## config.mk

```make
export PLATFORM = sky130hd
export DESIGN_NAME = id_ex_stage
export DESIGN_NICKNAME = d
export VERILOG_FILES = /design/src/rtl/mips_pkg.sv /design/src/rtl/alu_control_dec.sv /design/src/rtl/id_ex_stage.sv
export SDC_FILE = /design/constraint.sdc
export NUM_CORES = 1
export LEC_CHECK = 0
export ABC_AREA = 1
export CAP_MARGIN = 20
export CELL_PAD_IN_SITES_DETAIL_PLACEMENT = 1
export CELL_PAD_IN_SITES_GLOBAL_PLACEMENT = 2
export CORE_ASPECT_RATIO = 0.7
export CORE_MARGIN = 2
export CORE_UTILIZATION = 20
export CTS_BUF_LIST = sky130_fd_sc_hd__clkbuf_8
export CTS_CLUSTER_SIZE = 10
export DETAILED_ROUTE_END_ITERATION = 8
export PLACE_DENSITY_LB_ADDON = 0.3
export RECOVER_POWER = 100
export REMOVE_ABC_BUFFERS = 1
export SYNTH_ARGS = -nofsm -noshare
export SYNTH_HDL_FRONTEND = slang
export SYNTH_SLANG_ARGS = --single-unit
export TNS_END_PERCENT = 50
```

## constraint.sdc

```tcl
create_clock -name clk -period 1.2 [get_ports clk]
set_input_delay 0.24 -clock clk [delete_from_list [all_inputs] [get_ports clk]]
set_output_delay 0.24 -clock clk [all_outputs]
set_load 0.1 [all_outputs]
```

## src/rtl/mips_pkg.sv

```systemverilog
// Shared MIPS decode constants and inter-stage control bundle.
// ALU control codes, ALUOp encodings and R-type funct values.
package mips_pkg;

   localparam logic [3:0] ALU_AND = 4'b0000;
   localparam logic [3:0] ALU_OR  = 4'b0001;
   localparam logic [3:0] ALU_ADD = 4'b0010;
   localparam logic [3:0] ALU_SUB = 4'b0110;
   localparam logic [3:0] ALU_SLT = 4'b0111;

   localparam logic [1:0] ALUOP_ADD   = 2'b00;
   localparam logic [1:0] ALUOP_SUB   = 2'b01;
   localparam logic [1:0] ALUOP_RTYPE = 2'b10;
   localparam logic [1:0] ALUOP_OR    = 2'b11;

   localparam logic [5:0] FN_ADD = 6'b100000;
   localparam logic [5:0] FN_SUB = 6'b100010;
   localparam logic [5:0] FN_AND = 6'b100100;
   localparam logic [5:0] FN_OR  = 6'b100101;
   localparam logic [5:0] FN_SLT = 6'b101010;

   typedef struct packed {
      logic reg_write;
      logic mem_read;
      logic mem_write;
      logic mem_to_reg;
   } ex_ctrl_t;

endpackage

```

## src/rtl/alu_control_dec.sv

```systemverilog
// ALUOp + funct to 4-bit ALU control decoder (pure combinational).
// Unknown R-type funct falls back to add and raises illegal.
module alu_control_dec
   import mips_pkg::*;
(
   input  logic [1:0] alu_op_i,
   input  logic [5:0] funct_i,
   output logic [3:0] ctrl_o,
   output logic       illegal_o
);

   always_comb begin
      ctrl_o    = ALU_ADD;
      illegal_o = 1'b0;
      unique case (alu_op_i)
         ALUOP_ADD: ctrl_o = ALU_ADD;
         ALUOP_SUB: ctrl_o = ALU_SUB;
         ALUOP_OR:  ctrl_o = ALU_OR;
         ALUOP_RTYPE: begin
            case (funct_i)
               FN_ADD:  ctrl_o = ALU_ADD;
               FN_SUB:  ctrl_o = ALU_SUB;
               FN_AND:  ctrl_o = ALU_AND;
               FN_OR:   ctrl_o = ALU_OR;
               FN_SLT:  ctrl_o = ALU_SLT;
               default: illegal_o = 1'b1;
            endcase
         end
      endcase
   end

endmodule

```

## src/rtl/id_ex_stage.sv

```systemverilog
// ID/EX pipeline register with ALU-control decode and load-use detect.
// Define ID_EX_FORWARD_EN to forward MEM/WB results onto the operands.
module id_ex_stage
   import mips_pkg::*;
#(
   parameter int DATA_W = 32,
   parameter int REG_AW = 5
) (
   input  logic              clk,
   input  logic              rst_n,
   input  logic              stall_i,
   input  logic              flush_i,
   input  logic              id_valid_i,
   input  logic [DATA_W-1:0] id_rs_data_i,
   input  logic [DATA_W-1:0] id_rt_data_i,
   input  logic [DATA_W-1:0] id_imm_i,
   input  logic [REG_AW-1:0] id_rs_i,
   input  logic [REG_AW-1:0] id_rt_i,
   input  logic [REG_AW-1:0] id_rd_i,
   input  logic [1:0]        id_alu_op_i,
   input  logic [5:0]        id_funct_i,
   input  logic              id_alu_src_i,
   input  logic              id_reg_dst_i,
   input  logic              id_reg_write_i,
   input  logic              id_mem_read_i,
   input  logic              id_mem_write_i,
   input  logic              id_mem_to_reg_i,
   input  logic              mem_reg_write_i,
   input  logic [REG_AW-1:0] mem_wr_reg_i,
   input  logic [DATA_W-1:0] mem_result_i,
   input  logic              wb_reg_write_i,
   input  logic [REG_AW-1:0] wb_wr_reg_i,
   input  logic [DATA_W-1:0] wb_result_i,
   output logic              ex_valid_o,
   output logic [DATA_W-1:0] ex_a_o,
   output logic [DATA_W-1:0] ex_b_o,
   output logic [3:0]        ex_alu_control_o,
   output logic [DATA_W-1:0] ex_store_data_o,
   output logic [REG_AW-1:0] ex_wr_reg_o,
   output logic              ex_reg_write_o,
   output logic              ex_mem_read_o,
   output logic              ex_mem_write_o,
   output logic              ex_mem_to_reg_o,
   output logic              ex_illegal_o,
   output logic              hazard_o
);

   logic              valid_q, valid_d;
   logic [DATA_W-1:0] rs_data_q, rs_data_d;
   logic [DATA_W-1:0] rt_data_q, rt_data_d;
   logic [DATA_W-1:0] imm_q, imm_d;
   logic [REG_AW-1:0] rs_q, rs_d;
   logic [REG_AW-1:0] rt_q, rt_d;
   logic [REG_AW-1:0] wr_reg_q, wr_reg_d;
   logic              alu_src_q, alu_src_d;
   logic [3:0]        alu_ctrl_q, alu_ctrl_d;
   logic              illegal_q, illegal_d;
   ex_ctrl_t          ctl_q, ctl_d;

   logic [3:0]        dec_ctrl;
   logic              dec_illegal;
   logic [DATA_W-1:0] fwd_rs, fwd_rt;

   alu_control_dec u_dec (
      .alu_op_i  (id_alu_op_i),
      .funct_i   (id_funct_i),
      .ctrl_o    (dec_ctrl),
      .illegal_o (dec_illegal)
   );

   always_comb begin
      valid_d    = valid_q;
      rs_data_d  = rs_data_q;
      rt_data_d  = rt_data_q;
      imm_d      = imm_q;
      rs_d       = rs_q;
      rt_d       = rt_q;
      wr_reg_d   = wr_reg_q;
      alu_src_d  = alu_src_q;
      alu_ctrl_d = alu_ctrl_q;
      illegal_d  = illegal_q;
      ctl_d      = ctl_q;
      // flush beats stall; an idle ID also yields a bubble
      if (flush_i || (!stall_i && !id_valid_i)) begin
         valid_d    = 1'b0;
         rs_data_d  = '0;
         rt_data_d  = '0;
         imm_d      = '0;
         rs_d       = '0;
         rt_d       = '0;
         wr_reg_d   = '0;
         alu_src_d  = 1'b0;
         alu_ctrl_d = '0;
         illegal_d  = 1'b0;
         ctl_d      = '0;
      end else if (!stall_i) begin
         valid_d    = 1'b1;
         rs_data_d  = id_rs_data_i;
         rt_data_d  = id_rt_data_i;
         imm_d      = id_imm_i;
         rs_d       = id_rs_i;
         rt_d       = id_rt_i;
         wr_reg_d   = id_reg_dst_i ? id_rd_i : id_rt_i;
         alu_src_d  = id_alu_src_i;
         alu_ctrl_d = dec_ctrl;
         illegal_d  = dec_illegal;
         ctl_d      = '{id_reg_write_i, id_mem_read_i,
                        id_mem_write_i, id_mem_to_reg_i};
      end
   end

   always_ff @(posedge clk or negedge rst_n) begin
      if (!rst_n) begin
         valid_q    <= 1'b0;
         rs_data_q  <= '0;
         rt_data_q  <= '0;
         imm_q      <= '0;
         rs_q       <= '0;
         rt_q       <= '0;
         wr_reg_q   <= '0;
         alu_src_q  <= 1'b0;
         alu_ctrl_q <= '0;
         illegal_q  <= 1'b0;
         ctl_q      <= '0;
      end else begin
         valid_q    <= valid_d;
         rs_data_q  <= rs_data_d;
         rt_data_q  <= rt_data_d;
         imm_q      <= imm_d;
         rs_q       <= rs_d;
         rt_q       <= rt_d;
         wr_reg_q   <= wr_reg_d;
         alu_src_q  <= alu_src_d;
         alu_ctrl_q <= alu_ctrl_d;
         illegal_q  <= illegal_d;
         ctl_q      <= ctl_d;
      end
   end

`ifdef ID_EX_FORWARD_EN
   // MEM is the younger result, so it wins over WB
   function automatic logic [DATA_W-1:0] fwd_sel(
      input logic [REG_AW-1:0] idx,
      input logic [DATA_W-1:0] rf
   );
      if (mem_reg_write_i && mem_wr_reg_i != '0 && mem_wr_reg_i == idx)
         return mem_result_i;
      if (wb_reg_write_i && wb_wr_reg_i != '0 && wb_wr_reg_i == idx)
         return wb_result_i;
      return rf;
   endfunction

   assign fwd_rs = fwd_sel(rs_q, rs_data_q);
   assign fwd_rt = fwd_sel(rt_q, rt_data_q);
`else
   logic unused_fwd;
   assign unused_fwd = ^{mem_reg_write_i, mem_wr_reg_i, mem_result_i,
                         wb_reg_write_i, wb_wr_reg_i, wb_result_i,
                         rs_q, rt_q};
   assign fwd_rs = rs_data_q;
   assign fwd_rt = rt_data_q;
`endif

   assign ex_valid_o       = valid_q;
   assign ex_a_o           = fwd_rs;
   assign ex_b_o           = alu_src_q ? imm_q : fwd_rt;
   assign ex_alu_control_o = alu_ctrl_q;
   assign ex_store_data_o  = fwd_rt;
   assign ex_wr_reg_o      = wr_reg_q;
   assign ex_reg_write_o   = ctl_q.reg_write;
   assign ex_mem_read_o    = ctl_q.mem_read;
   assign ex_mem_write_o   = ctl_q.mem_write;
   assign ex_mem_to_reg_o  = ctl_q.mem_to_reg;
   assign ex_illegal_o     = illegal_q;

   assign hazard_o = valid_q & ctl_q.mem_read & (wr_reg_q != '0)
                   & ((wr_reg_q == id_rs_i) | (wr_reg_q == id_rt_i));

endmodule

```

* Word-level counts from Yosys, hierarchy flattened
Cells that the tools add are included.
Cells by class: bitwise operators 4, eq/ne operators 11, reduce and logical (&&, ||, !) cells 7, mux-type cells 24
Operators by type and width (number):
- 32-bit 2-to-1 mux | 7
- 6-bit equality test, second input constant | 5
- 4-bit 2-to-1 mux | 4
- 4-bit case mux with 4 select lines | 1
- 5-bit 2-to-1 mux | 3
- 3-bit case mux with 4 select lines | 1
- 5-bit equality test | 2
- 1-bit 2-to-1 mux | 8
- 5-bit nonzero test | 1
- 5-bit OR reduction | 1
- 2-bit equality test, second input constant | 2
- 1-bit AND | 3
- 2-bit by 1-bit equality test with 1-bit output, second input constant | 1
- 1-bit zero test | 2
- 2-bit zero test | 1
- 2-bit by 1-bit inequality test with 1-bit output, second input constant | 1
- 1-bit logical AND | 1
- 1-bit logical OR | 1
- 1-bit bitwise OR | 1
Word-level totals: input port bits 206, register bits 112, logic and storage cells 58, output and inout port bits 112

* Logic depth before layout (Yosys ltp)
depth after elaboration 6, depth in mapped cells 8, mapped depth without buffers 7

* Cells and area by module
A second synthesis with hierarchy kept.
Unflattened totals: cells, all modules 637, area, all modules 5216.3 um^2
By module, submodules not included:
- id_ex_stage | cells an instance 599, area an instance 5046.1 um^2, sequential area each 2802.7 um^2, times used 1
- alu_control_dec | cells an instance 38, area an instance 170.2 um^2, sequential area each 0.0 um^2, times used 1

* Least setup slack after synthesis
OpenSTA, ideal clock, no wires.
path type reg-to-output, from register rt_data_q[10], in the netlist ex_store_data_o[10], to output port ex_b_o[10], buffers on the path 0, data arrival time 3.167 ns, slack -2.207 ns, cell stages (with the launch flop) 3, data required time 0.960 ns, cells stage by stage dfrtp_1 > inv_1 > o21ai_0
On the way: longest elaborated chain between the ends 1
Ends and longest elaborated chain:
- start: declaration | line id_ex_stage.sv:50 | logic [DATA_W-1:0] rt_data_q, rt_data_d;
- start signal: assignment | line id_ex_stage.sv:128 | rt_data_q <= rt_data_d;
- 32-bit 2-to-1 mux | line id_ex_stage.sv:166 | assign ex_b_o = alu_src_q ? imm_q : fwd_rt;
- end: declaration | line id_ex_stage.sv:36 | output logic [DATA_W-1:0] ex_b_o,
Every way passes these cells.

* Worst setup path after layout
from register wr_reg_q[4], in the netlist ex_wr_reg_o[4], to output port hazard_o
On the way: longest elaborated chain between the ends 3, elaborated cells on any way between the ends 6, classes of those cells eq/ne: 2; bitwise: 3; reduce/logical: 1
Ends and longest elaborated chain:
- start: declaration | line id_ex_stage.sv:54 | logic [REG_AW-1:0] wr_reg_q, wr_reg_d;
- start signal: assignment | line id_ex_stage.sv:132 | wr_reg_q <= wr_reg_d;
- 5-bit equality test / 5-bit nonzero test (equally long branches) | line id_ex_stage.sv:177, id_ex_stage.sv:176
- 1-bit bitwise OR / 1-bit AND (equally long branches) | line id_ex_stage.sv:177, id_ex_stage.sv:176
- 1-bit AND (*) | line id_ex_stage.sv:177 | & ((wr_reg_q == id_rs_i) | (wr_reg_q == id_rt_i));
- end: declaration | line id_ex_stage.sv:45 | output logic hazard_o
Mark *: on every way between the ends. The rest lies on a longest branch, timed or not.

==> results by group <==
Die
  • Placeable core area: 0.02346 sq mm
  • Placement row count: 47
  • Die Span Y: 133 um
  • Die W: 188.3 um
  • Die Area: 0.02504 sq mm
  • Io pins: 318
  • Initial Utilization: 0.2026

Power
  • Leakage: 4.421 nW
  • Final total power: 9.565 mW
  • VDD IR-drop max: 0.0006682 V
  • Power Density: 970.7 mW/mm^2

Route
  • Routed len/inst: 16.84 um
  • DR pass1 iterations: 4
  • DR vias: 4,659
  • Final ANT Viol Nets: 0
  • DR vias/cell: 4.167
  • DRT iter0 DRCs: 147
  • DRC errors left: 0
  • Final WL: 18.83 mm

Worst setup path
  • Critical Path Start Type: register
  • Worst Path Max Fanout: 5
  • Crit. End Element: primary output
  • R2R Setup Slk: 0.17 ns
  • CP Class: register to primary output
  • CP Cell Sequence: inv_1 > nand2_1 > nand2_1 > nor2_2 > nand3_2 > a21oi_4 > buf_12
  • Slowest cell on the critical path: dfrtp_2
  • Worst path most repeated cell: nand2_1
  • Critical path arrival: 1.62 ns
  • Max stage delay on crit path: 0.46 ns
  • WP data required: 0.96 ns

Global route
  • Number of global-route vias before repair: 5,314
  • GRT Residual Overflow: 0
  • Largest net degree at the start of global routing: 49
  • Total track usage: 0.1551
  • Initial antenna violation count: 0
  • Global-route wire length before repair: 30.32 mm

STA
  • Max Clk Rate: 536.4 MHz
  • Final hold vios: 0
  • Final Cycle Share: 1.554
  • Final setup TNS: -29.67 ns
  • Setup-failing EPs final: 158
  • Unrepaired setup endpoints after global routing: true
  • Fin worst setup slack: -0.6644 ns
  • Tmin final: 1.864 ns
  • Slew Limit Fails: 0
  • Relative slew slack: 0.6452
  • Clk_skew: 0 ns
  • Slew @ Worst Pin: 0.5322 ns

Logic synthesis
  • Syn Inst Count: 470
  • Post-synthesis cell type count: 26
  • FFs w/ async S/R, synth: 1.000
  • Mapped Avg Cell Area: 10.12 sq um
  • Post-synth EDFFs: 0
  • Synth Register Bits: 111
  • Sequential share of the synthesized area: 0.5842
  • Warnings, synthesis: 0
  • Synth Flop Type: dfrtp_1
  • Synthesized cell area: 0.004755 sq mm

Hold path
  • Hold WC Path Type: primary input to async pin

Clocking
  • Worst-skew pair later-pin latency: 0.37 ns
  • Num CTS Buffers: 9
  • Clock sinks: 111
  • CTS tree: yes
  • CTS H-tree lvls: 3
  • Clk root buf: clkbuf_8
  • Bufs on Longest Clock Path: 2
  • Worst-path clk slew: 0.11 ns

Place
  • Port-buffer cells: 240
  • Dpl cell area: 0.009324 sq mm
  • Placed Cells: 1,100
  • Routability cong.: 0.7858
  • Detailed Place HPWL: 14.20 mm

Cells and area
  • # diodes: 0
  • Layout cell share with drive strength beyond 1: 0.3350
  • Area occupied by multi-input gates: 0.001695 sq mm
  • NumNets Final: 1,001
  • Post-Layout Cell Count: 1,118
  • Area grow syn2layout: 107.3%
  • # fillers: 2,518
  • Final Cell Area: 0.009854 sq mm
  • Register Area: 0.002783 sq mm

Outcome
  • Outcome: finished, violations left
  • Failing checks: negative setup slack

Job
  • Number of max-cap violations: 0
[per-layer routing]
layer / vias to the layer above / global-route usage / routed length (um)
li1: 2234 / - / -
met4: 0 / 0.03500 / 211
met5: - / 0 / 0
met3: 15 / 0.05332 / 1511
met2: 162 / 0.2444 / 8586
met1: 2248 / 0.2056 / 8522
[power breakdown]
group | switching, mW | internal, mW
clock | 1.35 | 1.10
combinational | 1.78 | 1.33
sequential | 0.128 | 3.88
total | 3.26 | 6.31
[sequential cells by signal (all words and copies together), names as in the netlist]
register and count:
ex_mem_write_o 1, ex_mem_to_reg_o 1, ex_store_data_o 32, ex_reg_write_o 1, alu_src_q 1, ex_a_o 32, imm_q 32, ex_illegal_o 1
ex_wr_reg_o 5, ex_mem_read_o 1, ex_alu_control_o 3, ex_valid_o 1
[Yosys cell counts (2+ instances only)]
library cell	count	area (sq um)
nand2_1	95	356.6
o21ai_0	52	260.3
nand3_1	8	40.04
clkbuf_1	4	15.01
o21ai_1	17	85.08
inv_2	2	7.510
inv_1	52	195.2
nand4_1	2	12.51
xnor2_1	2	17.52
a22o_1	69	604.3
nor2_1	13	48.80
buf_4	6	45.04
mux2i_1	2	20.02
buf_2	10	50.05
dfrtp_1	111	2778
buf_6	11	123.9
o22ai_1	5	31.28
[critical path, delay by kind of cell, from the launching register on]
family | cells | cell delay (ns)
AOI/OAI and AO/OA | 1 | 0.16
DFF | 1 | 0.46
buffers and inverters | 2 | 0.27
and+or+nand+nor | 4 | 0.36
[what timing repair did]
item	in CTS	in global routing
endpoints found under the setup margin	121	118
hold endpoints to repair	14	0
pin swaps	10	11
buffers inserted	18	11
hold buffers	1	0
resized for setup	100	34
gates cloned	2	0
[final cells by class]
cell class                      instances  share of cell area
Tap cell                              318             0.04038
Timing Repair Buffer                  345              0.4628
Sequential cell                       111              0.2824
Clock buffer                           11             0.01536
Inverter                               54             0.02057
Multi-Input combinational cell        274              0.1720
Clock inverter                          5            0.006475
[final timing paths]
check / from / end / depth (start not counted)
max: ex_wr_reg_o[4] / hazard_o / 7
min: rst_n / ex_store_data_o[28] / 2
max reg2reg: alu_src_q / alu_src_q / 3
min reg2reg: imm_q[24] / imm_q[24] / 1
max in group asynchronous: rst_n / alu_src_q / 3
min in group clk: id_rt_data_i[20] / ex_store_data_o[20] / 3
[stage by stage]
| stage | util | worst slack [ns] | hold slack [ns] |
|---|---|---|---|
| 2_1_floorplan | - | -3.117 | -0.05559 |
| 3_3_place_gp | 0.3974 | -0.6088 | 0.1435 |
| 3_5_place_dp | 0.3974 | -0.6548 | 0.1482 |
| 4_1_cts | 0.4211 | -0.7192 | 0.2513 |
| 5_1_grt | 0.4200 | -0.7873 | 0.3780 |
| 6_report | 0.4200 | -0.6644 | 0.3876 |
[cell families after synthesis]
logic type / after synthesis / synth area share
AOI/OAI and AO/OA: 147 / 0.2121
other: 1 / 0.0007887
and+or+nand+nor: 121 / 0.1013
xor gates and xnor gates: 3 / 0.005527
muxes: 2 / 0.004211
DFF: 111 / 0.5842
buffers and inverters: 85 / 0.09184
[cells in the final DEF (no fill, tap or decap), types with 3 or more instances in the layout]
master | Yosys | final
buf_4 | 6 | 49
o21ai_1 | 17 | 37
nand3_2 | 0 | 3
inv_2 | 2 | 3
clkbuf_4 | 0 | 3
o21ai_4 | 0 | 4
nand3_1 | 8 | 5
dfrtp_2 | 0 | 4
clkdlybuf4s50_1 | 0 | 125
nand2_2 | 0 | 6
a22o_1 | 69 | 69
o21ai_2 | 0 | 5
o21ai_0 | 52 | 23
nor2_1 | 13 | 9
clkbuf_8 | 0 | 11
buf_12 | 0 | 117
nand2_1 | 95 | 87
nor2_2 | 0 | 4
inv_1 | 52 | 51
o22ai_1 | 5 | 4
buf_6 | 11 | 43
dfrtp_1 | 111 | 107
(Power assumes the default switching activity.)
